<file path="src/rtl/csa_pkg.sv">
// Shared widths and packer state encodings for the CSA result path.
package csa_pkg;
    localparam int CSA_RES_W  = 48;
    localparam int CSA_WORD_W = 32;
    localparam int CSA_HALF_W = 16;

    typedef enum logic [1:0] {
        P0  = 2'd0,
        P1  = 2'd1,
        P1W = 2'd2
    } pack_state_t;
endpackage

</file>
<file path="src/rtl/csa_sync_fifo.sv">
// Single-clock FIFO with a registered read port, an occupancy count and sticky error flags.
module csa_sync_fifo #(
    parameter int AW     = 6,
    parameter int DATA_W = 32
) (
    input  logic              clk,
    input  logic              rst_n,
    input  logic              clear,
    input  logic              push,
    input  logic [DATA_W-1:0] push_data,
    input  logic              pop,
    output logic [DATA_W-1:0] rd_data,
    output logic              rd_valid,
    output logic [AW:0]       count,
    output logic              empty,
    output logic              full,
    output logic              overflow,
    output logic              underflow
);
    localparam logic [AW:0] DEPTH_CNT = {1'b1, {AW{1'b0}}};

    logic [DATA_W-1:0] mem [1<<AW];
    logic [AW-1:0]     wptr;
    logic [AW-1:0]     rptr;
    logic              wr_ok;
    logic              rd_ok;

    assign empty = (count == '0);
    assign full  = (count == DEPTH_CNT);
    // Full/empty come from registered state, so a push while full is dropped even with a pop.
    assign wr_ok = push & ~full;
    assign rd_ok = pop & ~empty;

    always_ff @(posedge clk or negedge rst_n) begin
        if (!rst_n) begin
            wptr      <= '0;
            rptr      <= '0;
            count     <= '0;
            overflow  <= 1'b0;
            underflow <= 1'b0;
            rd_valid  <= 1'b0;
            rd_data   <= '0;
        end else if (clear) begin
            wptr      <= '0;
            rptr      <= '0;
            count     <= '0;
            overflow  <= 1'b0;
            underflow <= 1'b0;
            rd_valid  <= 1'b0;
            rd_data   <= '0;
        end else begin
            if (wr_ok) wptr <= wptr + AW'(1);
            if (rd_ok) begin
                rptr    <= rptr + AW'(1);
                rd_data <= mem[rptr];
            end
            rd_valid <= rd_ok;
            case ({wr_ok, rd_ok})
                2'b10:   count <= count + (AW+1)'(1);
                2'b01:   count <= count - (AW+1)'(1);
                default: count <= count;
            endcase
            overflow  <= overflow  | (push & full);
            underflow <= underflow | (pop & empty);
        end
    end

    always_ff @(posedge clk) begin
        if (wr_ok && !clear) mem[wptr] <= push_data;
    end
endmodule

</file>
<file path="src/rtl/csa_result_packer.sv">
// Captures 48-bit CSA results on the strobe's rising edge, packs pairs into three 32-bit words.
module csa_result_packer
    import csa_pkg::*;
#(
    parameter int FIFO_AW = 6,
    parameter int DATA_W  = 32
) (
    input  logic                 fpga_clk,
    input  logic                 rst_n,
    input  logic                 clear,
    input  logic [15:0]          item_total,
    input  logic                 res_valid,
    input  logic [CSA_RES_W-1:0] res_data,
    input  logic                 rd_en,
    output logic [DATA_W-1:0]    rd_data,
    output logic                 rd_valid,
    output logic [FIFO_AW:0]     fifo_count,
    output logic                 empty,
    output logic                 full,
    output logic                 overflow,
    output logic                 underflow,
    output logic [15:0]          items_captured,
    output logic                 done
);
    pack_state_t            state;
    pack_state_t            state_nxt;
    logic                   prev_valid;
    logic                   done_reg;
    logic                   done_now;
    logic                   capture;
    logic                   flush;
    logic                   push;
    logic [DATA_W-1:0]      push_data;
    logic [CSA_HALF_W-1:0]  pend;
    logic [CSA_WORD_W-1:0]  owed;

    assign done_now = (state == P0) && (item_total != 16'd0) && (items_captured == item_total);
    assign done     = done_reg | done_now;
    assign capture  = res_valid & ~prev_valid & ~done;
    // An odd final result leaves 16 bits pending; drain them zero-padded.
    assign flush    = (state == P1) && (item_total != 16'd0) && (items_captured == item_total);

    always_comb begin
        state_nxt = state;
        push      = 1'b0;
        push_data = '0;
        case (state)
            P0: if (capture) begin
                push      = 1'b1;
                push_data = res_data[31:0];
                state_nxt = P1;
            end
            P1: if (capture) begin
                push      = 1'b1;
                push_data = {res_data[15:0], pend};
                state_nxt = P1W;
            end else if (flush) begin
                push      = 1'b1;
                push_data = {16'h0000, pend};
                state_nxt = P0;
            end
            P1W: begin
                push      = 1'b1;
                push_data = owed;
                state_nxt = P0;
            end
            default: state_nxt = P0;
        endcase
    end

    always_ff @(posedge fpga_clk or negedge rst_n) begin
        if (!rst_n) begin
            state          <= P0;
            prev_valid     <= 1'b0;
            done_reg       <= 1'b0;
            items_captured <= '0;
        end else if (clear) begin
            state          <= P0;
            prev_valid     <= 1'b0;
            done_reg       <= 1'b0;
            items_captured <= '0;
        end else begin
            state      <= state_nxt;
            prev_valid <= res_valid;
            done_reg   <= done_reg | done_now;
            if (capture && items_captured != 16'hFFFF) items_captured <= items_captured + 16'd1;
        end
    end

    always_ff @(posedge fpga_clk) begin
        if (capture && state == P0) pend <= res_data[47:32];
        if (capture && state == P1) owed <= res_data[47:16];
    end

    csa_sync_fifo #(
        .AW     (FIFO_AW),
        .DATA_W (DATA_W)
    ) u_fifo (
        .clk       (fpga_clk),
        .rst_n     (rst_n),
        .clear     (clear),
        .push      (push),
        .push_data (push_data),
        .pop       (rd_en),
        .rd_data   (rd_data),
        .rd_valid  (rd_valid),
        .count     (fifo_count),
        .empty     (empty),
        .full      (full),
        .overflow  (overflow),
        .underflow (underflow)
    );
endmodule

</file>
<file path="config.mk">
export PLATFORM = sky130hd
export DESIGN_NAME = csa_result_packer
export DESIGN_NICKNAME = d
export VERILOG_FILES = /design/src/rtl/csa_pkg.sv /design/src/rtl/csa_sync_fifo.sv /design/src/rtl/csa_result_packer.sv
export SDC_FILE = /design/constraint.sdc
export NUM_CORES = 2
export LEC_CHECK = 0
export BUFFER_PORTS_ARGS = -buffer_cell sky130_fd_sc_hd__buf_2
export CAP_MARGIN = 40
export CELL_PAD_IN_SITES_DETAIL_PLACEMENT = 0
export CELL_PAD_IN_SITES_GLOBAL_PLACEMENT = 2
export CORE_ASPECT_RATIO = 2
export CORE_MARGIN = 3
export CORE_UTILIZATION = 52
export CTS_BUF_LIST = sky130_fd_sc_hd__clkbuf_4 sky130_fd_sc_hd__clkbuf_8
export DETAILED_ROUTE_END_ITERATION = 12
export PLACE_DENSITY_LB_ADDON = 0.12
export SETUP_SLACK_MARGIN = 0.3
export SLEW_MARGIN = 20
export SYNTH_ARGS = -nofsm -noshare
export SYNTH_HDL_FRONTEND = slang
export SYNTH_SLANG_ARGS = --single-unit
export TNS_END_PERCENT = 30
</file>
<file path="constraint.sdc">
create_clock -name fpga_clk -period 5.95 [get_ports fpga_clk]
set_input_delay 1.4875 -clock fpga_clk [delete_from_list [all_inputs] [get_ports fpga_clk]]
set_output_delay 1.4875 -clock fpga_clk [all_outputs]
set_load 0.05 [all_outputs]
</file>
Yosys cells after proc, flatten, opt, wreduce, memory -nomap -nowiden
Memory sizes are Yosys's and may differ from the RTL's.
Cells that the tools add are included.
{"block": "op_classes", "addsub": 5, "reduce_logical": 17, "n_mux": 30, "bitwise": 13, "eq_ne": 9}
{"cell": "$mux W32", "n": 4}
{"cell": "$pmux W32 S3", "n": 1}
{"cell": "$mux W16", "n": 3}
{"cell": "$mux W6", "n": 4}
{"cell": "$add A16 B1 Y16 const B", "n": 1}
{"cell": "$eq A16 B16 Y1", "n": 1}
{"cell": "$ne A16 B16 Y1 const B", "n": 1}
{"cell": "$reduce_bool A16 Y1", "n": 1}
{"cell": "$pmux W7 S2", "n": 1}
{"cell": "$add A6 B1 Y6 const B", "n": 2}
{"cell": "$mux W1", "n": 10}
{"cell": "$logic_and A1 B1 Y1", "n": 8}
{"cell": "$mux W2", "n": 4}
{"cell": "$add A7 B1 Y7 const B", "n": 1}
{"cell": "$eq A7 B7 Y1 const B", "n": 1}
{"cell": "$logic_not A7 Y1", "n": 1}
{"cell": "$mux W7", "n": 1}
{"cell": "$sub A7 B1 Y7 const B", "n": 1}
{"cell": "$and A1 B1 Y1", "n": 6}
{"cell": "$reduce_bool A2 Y1", "n": 3}
{"cell": "$eq A2 B1 Y1 const B", "n": 2}
{"cell": "$eq A2 B2 Y1 const B", "n": 2}
{"cell": "$ne A4 B4 Y1 const B", "n": 1}
{"cell": "$not A1 Y1", "n": 4}
{"cell": "8 further kinds", "n": 10}
{"block": "word_totals", "elab_cells": 88, "memories": 1, "mem_bits_rw": 2048, "out_inout_bits": 61, "register_bits": 122}
{"memory": "u_fifo.mem", "depth": 64, "word_bits": 32, "read_ports": 1, "rd_clocked_by_memory_dff": 0, "write_ports": 1, "line": "csa_sync_fifo.sv:22", "rtl": "logic [DATA_W-1:0] mem [1<<AW];"}

Longest topological paths before layout
{"block": "depth", "ltp_word": 12, "ltp_mapped": 13, "depth_no_buf": 11}

Cells and area by module
From an unflattened synthesis, not the netlist that was laid out.
{"block": "unflattened", "cells_unflattened": 4183, "area_unflattened_um2": 84352.2}
{"module": "csa_sync_fifo", "n_inst": 1, "area_each_um2": 80810.0, "cells_per_inst": 3896}
{"module": "csa_result_packer", "n_inst": 1, "area_each_um2": 3542.1, "cells_per_inst": 287}

Least setup slack after synthesis
OpenSTA, ideal clock, no wires.
{"block": "synth_timing", "path_kind": "input to register", "start": "in res_valid", "end": "mem u_fifo.mem[0][24] (data pin)", "required_time_ns": 5.248, "path_slack_ns": -0.179, "t_arrival_ns": 5.427, "path_stages": 6, "setup_ns": 0.702, "path_cell_list": "nor3b_1 -> nor2b_1 -> o21a_1 -> clkbuf_1 -> a22oi_1 -> o21ai_0"}
{"block": "synth_between", "elab_chain_cells": 4}
{"element": "start, declared", "line": "csa_result_packer.sv:12", "rtl": "input logic res_valid,"}
{"element": "$and A1 B1 Y1 (*) (2 in a row)", "line": "csa_result_packer.sv:39", "rtl": "assign capture = res_valid & ~prev_valid & ~done;"}
{"element": "$mux W32 (on tied branches)", "line": "csa_result_packer.sv:53, csa_result_packer.sv:48"}
{"element": "$pmux W32 S3 (*)", "line": "csa_result_packer.sv:47", "rtl": "case (state)"}
{"element": "via push_data[24]", "line": "csa_result_packer.sv:33", "rtl": "logic [DATA_W-1:0] push_data;"}
{"element": "end, declared", "line": "csa_sync_fifo.sv:22"}
The timed path passes the listed nets; every way through them passes the cells marked *.

Worst setup path in the final report
{"block": "layout_timing", "start": "in item_total[9]", "end": "out done"}
{"block": "layout_between", "elab_chain_cells": 4}
{"element": "start, declared", "line": "csa_result_packer.sv:11", "rtl": "input logic [15:0] item_total,"}
{"element": "$reduce_bool A16 Y1", "line": "csa_result_packer.sv:37", "rtl": "assign done_now = (state == P0) && (item_total != 16'd0) && (items_captured == item_total);"}
{"element": "$logic_and A1 B1 Y1", "line": "csa_result_packer.sv:37"}
{"element": "$logic_and A1 B1 Y1 (*)", "line": "csa_result_packer.sv:37"}
{"element": "$or A1 B1 Y1 (*)", "line": "csa_result_packer.sv:38", "rtl": "assign done = done_reg | done_now;"}
{"element": "end, declared", "line": "csa_result_packer.sv:23", "rtl": "output logic done"}
Every way passes the cells marked *; elsewhere a longest branch is shown, timed or not.

==> results.md <==
- Worst endpoint required time: 4460 ps
- Maximum clock path buffer count: 4
- Number of port buffers: 129
- Setup Skew: between 50 and 60 ps
- CP Launch Type: primary input
- Yosys reg bits: 2,170
- Hold Crit Class: flip-flop to flip-flop
- RSZ-0062 raised after global routing: false
- Via count: 41,772
- Die H: 575 um
- I/O Pins: 130
- Critical Path Slowest Stage Cell: and3_1
- Critical Path Most Common Cell: buf_2
- Run status: completed
- Most frequent cells in the layout: edfxtp_1, mux4_2, clkbuf_8
- Top Registers: u_fifo.mem x2048, owed x32, u_fifo.rd_data x32
- Nets: 4,414
- GRT overflow: 0
- Final Hold Vio Count: 0
- Max reg flops: 2,048
- Top-area cell type share of the netlist area: 74.7%
- Hold_buf cts: 0
- Root Driver: clkbuf_8
- Routed Wire Length: 228 mm
- Hold Worst Slack: 497 ps
- Number of different library cells in the post-synthesis netlist: 63
- Final core utilization: 59.1%
- CP Capture Type: primary output
- First-pass GRT wire length: between 300 and 400 mm
- Layout cells sized above 1: 32.8%
- CP top delay family: simple AND/OR/NAND/NOR gates
- Crit path buf inv count: 2
- Die area: 167,000 um^2
- Setup bufs post-CTS: 0
- Post-synth EDFFs: 2,096
- Max Cap Viol: 0
- Synthesized net count: roughly 4,000
- CTS tree: yes
- Power Total: 36,000 uW
- Worst-margin pin slew: 860 ps
- Peak Freq: 208 MHz
- Syn Area/Cell: 21.4 um^2
- Post-synth design cell area: 84,300 um^2
- Ys flop type: edfxtp_1
- Worst-path maximum fanout: 7
- CP peak stage delay: 550 ps
- Core area: 161,000 um^2
- Initial Utilization: 52.4%
- Vias in the first global route: 44,040
- Count of final max-slew check failures: 0
- Layout area overhead: 12.8%
- Synthesized instance count: around 3,900
- Biggest area consumer among synthesized cells: edfxtp_1
- Post-synth ARST share: around 3.4%
- WP data arrival: 3330 ps
- Worst VDD drop: 0.277 mV
- Largest net degree at the start of global routing: 82
- Setup TNS: 0 ps
- Initial antenna violation count: 13
- Sequential area share after synthesis: 76.9%
- Iteration-0 DRC Markers: 3,897
- Clock-pin slew on the worst setup and hold paths: 60 ps
- Number of vias per cell: between 6 and 7
- Post-cts sizing count: 0
- DRT Pass-1 Iters: 7
- Most common cell after layout, fill and taps aside: edfxtp_1
- Drt wl/cell: 34.3 um
- Total GRT Usage: 27.5%
- Fin crit share: roughly four fifths
- Cts bufs inserted: 300
- Row count: 208
- Detail Route Antenna Nets: 0
- Largest cells by area after synthesis: edfxtp_1, mux4_2, dfrtp_1, mux2i_1, mux2_2
- FILL cells: between 10,000 and 15,000
- Critical path class: primary input to primary output
- Placer Congestion: between 0.8 and 0.9
- H-tree Lvls: 5
- Worst-skew pair later-pin latency: approximately 900 ps
- Most flop-heavy register: u_fifo.mem
- Clock sink count: ~2,200
- Synth warn: 0
- Post-route DRC: 0
- Tmin final: slightly below 5000 ps
- Leakage: 0.0306 uW
- Worst slew margin: about 43%
- Pwr Density: 379 nW/um^2
- Width of the die: approximately 290 um
- DP HPWL: 139 mm
- Crit-path cells: buf_2, xor2_1, nor4_1, and3_1, nand3_1, nand2b_1, buf_2
- Final Setup Violations: 0
[cell type report]
| type | count | area [um^2] | share of cell area (%) |
|---|---|---|---|
| multi-input combinational | 1519 | 19000 | 20.0 |
| inverter | 21 | 87.6 | 0.0921 |
| clock buffer | 438 | 5320 | 5.60 |
| sequential | 2170 | 64800 | 68.2 |
| clock inverter | 76 | 537 | 0.565 |
| antenna | 4 | 10.0 | 0.0105 |
| tap | 2100 | 2630 | 2.76 |
| timing repair buffer | 328 | 2630 | 2.76 |
[path summary, 6_finish.rpt]
kind / cells past startpoint / slack, ps / from / end
max: 7 / 1130 / item_total[9] / done
min: 2 / 500 / u_fifo.underflow / u_fifo.underflow
max reg2reg: 9 / 1780 / items_captured[6] / u_fifo.mem[39][19]
min reg2reg: 2 / 500 / u_fifo.underflow / u_fifo.underflow
max in group asynchronous: 2 / 4280 / rst_n / u_fifo.rptr[2]
min in group asynchronous: 1 / 550 / rst_n / state[0]
[kinds of logic after synthesis]
group	Yosys count	share of synthesized area (%)
flops	2170	76.9
compound gates	371	2.97
fa+ha+maj	5	0.0743
buf+inv	251	1.34
simple gates	391	2.24
mux	719	16.1
xor+xnor	33	0.343
[power by group]
group	total [uW]	internal, uW	switching (uW)	leakage [uW]
sequential	17400	17200	277	0.0202
clock	11400	6000	5400	0.00311
combinational	7160	3120	4040	0.00729
[worst register-to-register path, stage by stage, from the launching register on]
cell     delay, ps
dfrtp_1        470
xor2_1         180
nor4_1         290
and3_1         550
a211o_1        490
nand2_4        230
or4_1          510
buf_4          260
nor2_4         630
buf_12         280
[metrics by stage]
stage               area, um^2  std cells  setup slack [ps]
floorplan                84300       3940               125
detailed placement       89100       6133               676
CTS                      95000       6647              1160
finish                   95100       6656              1130
global placement         88900       6120               716
global route             95100       6655              1010
[synthesized netlist by cell type (26+ instances only)]
library cell     n
edfxtp_1      2096
mux4_2         504
nor2_1         157
mux2i_1        144
clkbuf_1       115
o21ai_0        107
nand2_1         83
dfrtp_1         74
mux2_2          66
buf_2           63
a21oi_1         59
a211oi_1        55
a22oi_1         38
o221ai_1        33
and2_1          26
buf_1           26
[layer usage]
metal | share of wire, % | vias up | track usage (%) | wire, um
met5 | 0.012 | - | 0 | 27
li1 | - | 17307 | - | -
met3 | 5.1 | 377 | 3.83 | 11700
met1 | 36 | 22610 | 32.9 | 81400
met4 | 3.9 | 4 | 10.4 | 8930
met2 | 55 | 1474 | 50.4 | 126000
(Power assumes the default switching activity.)
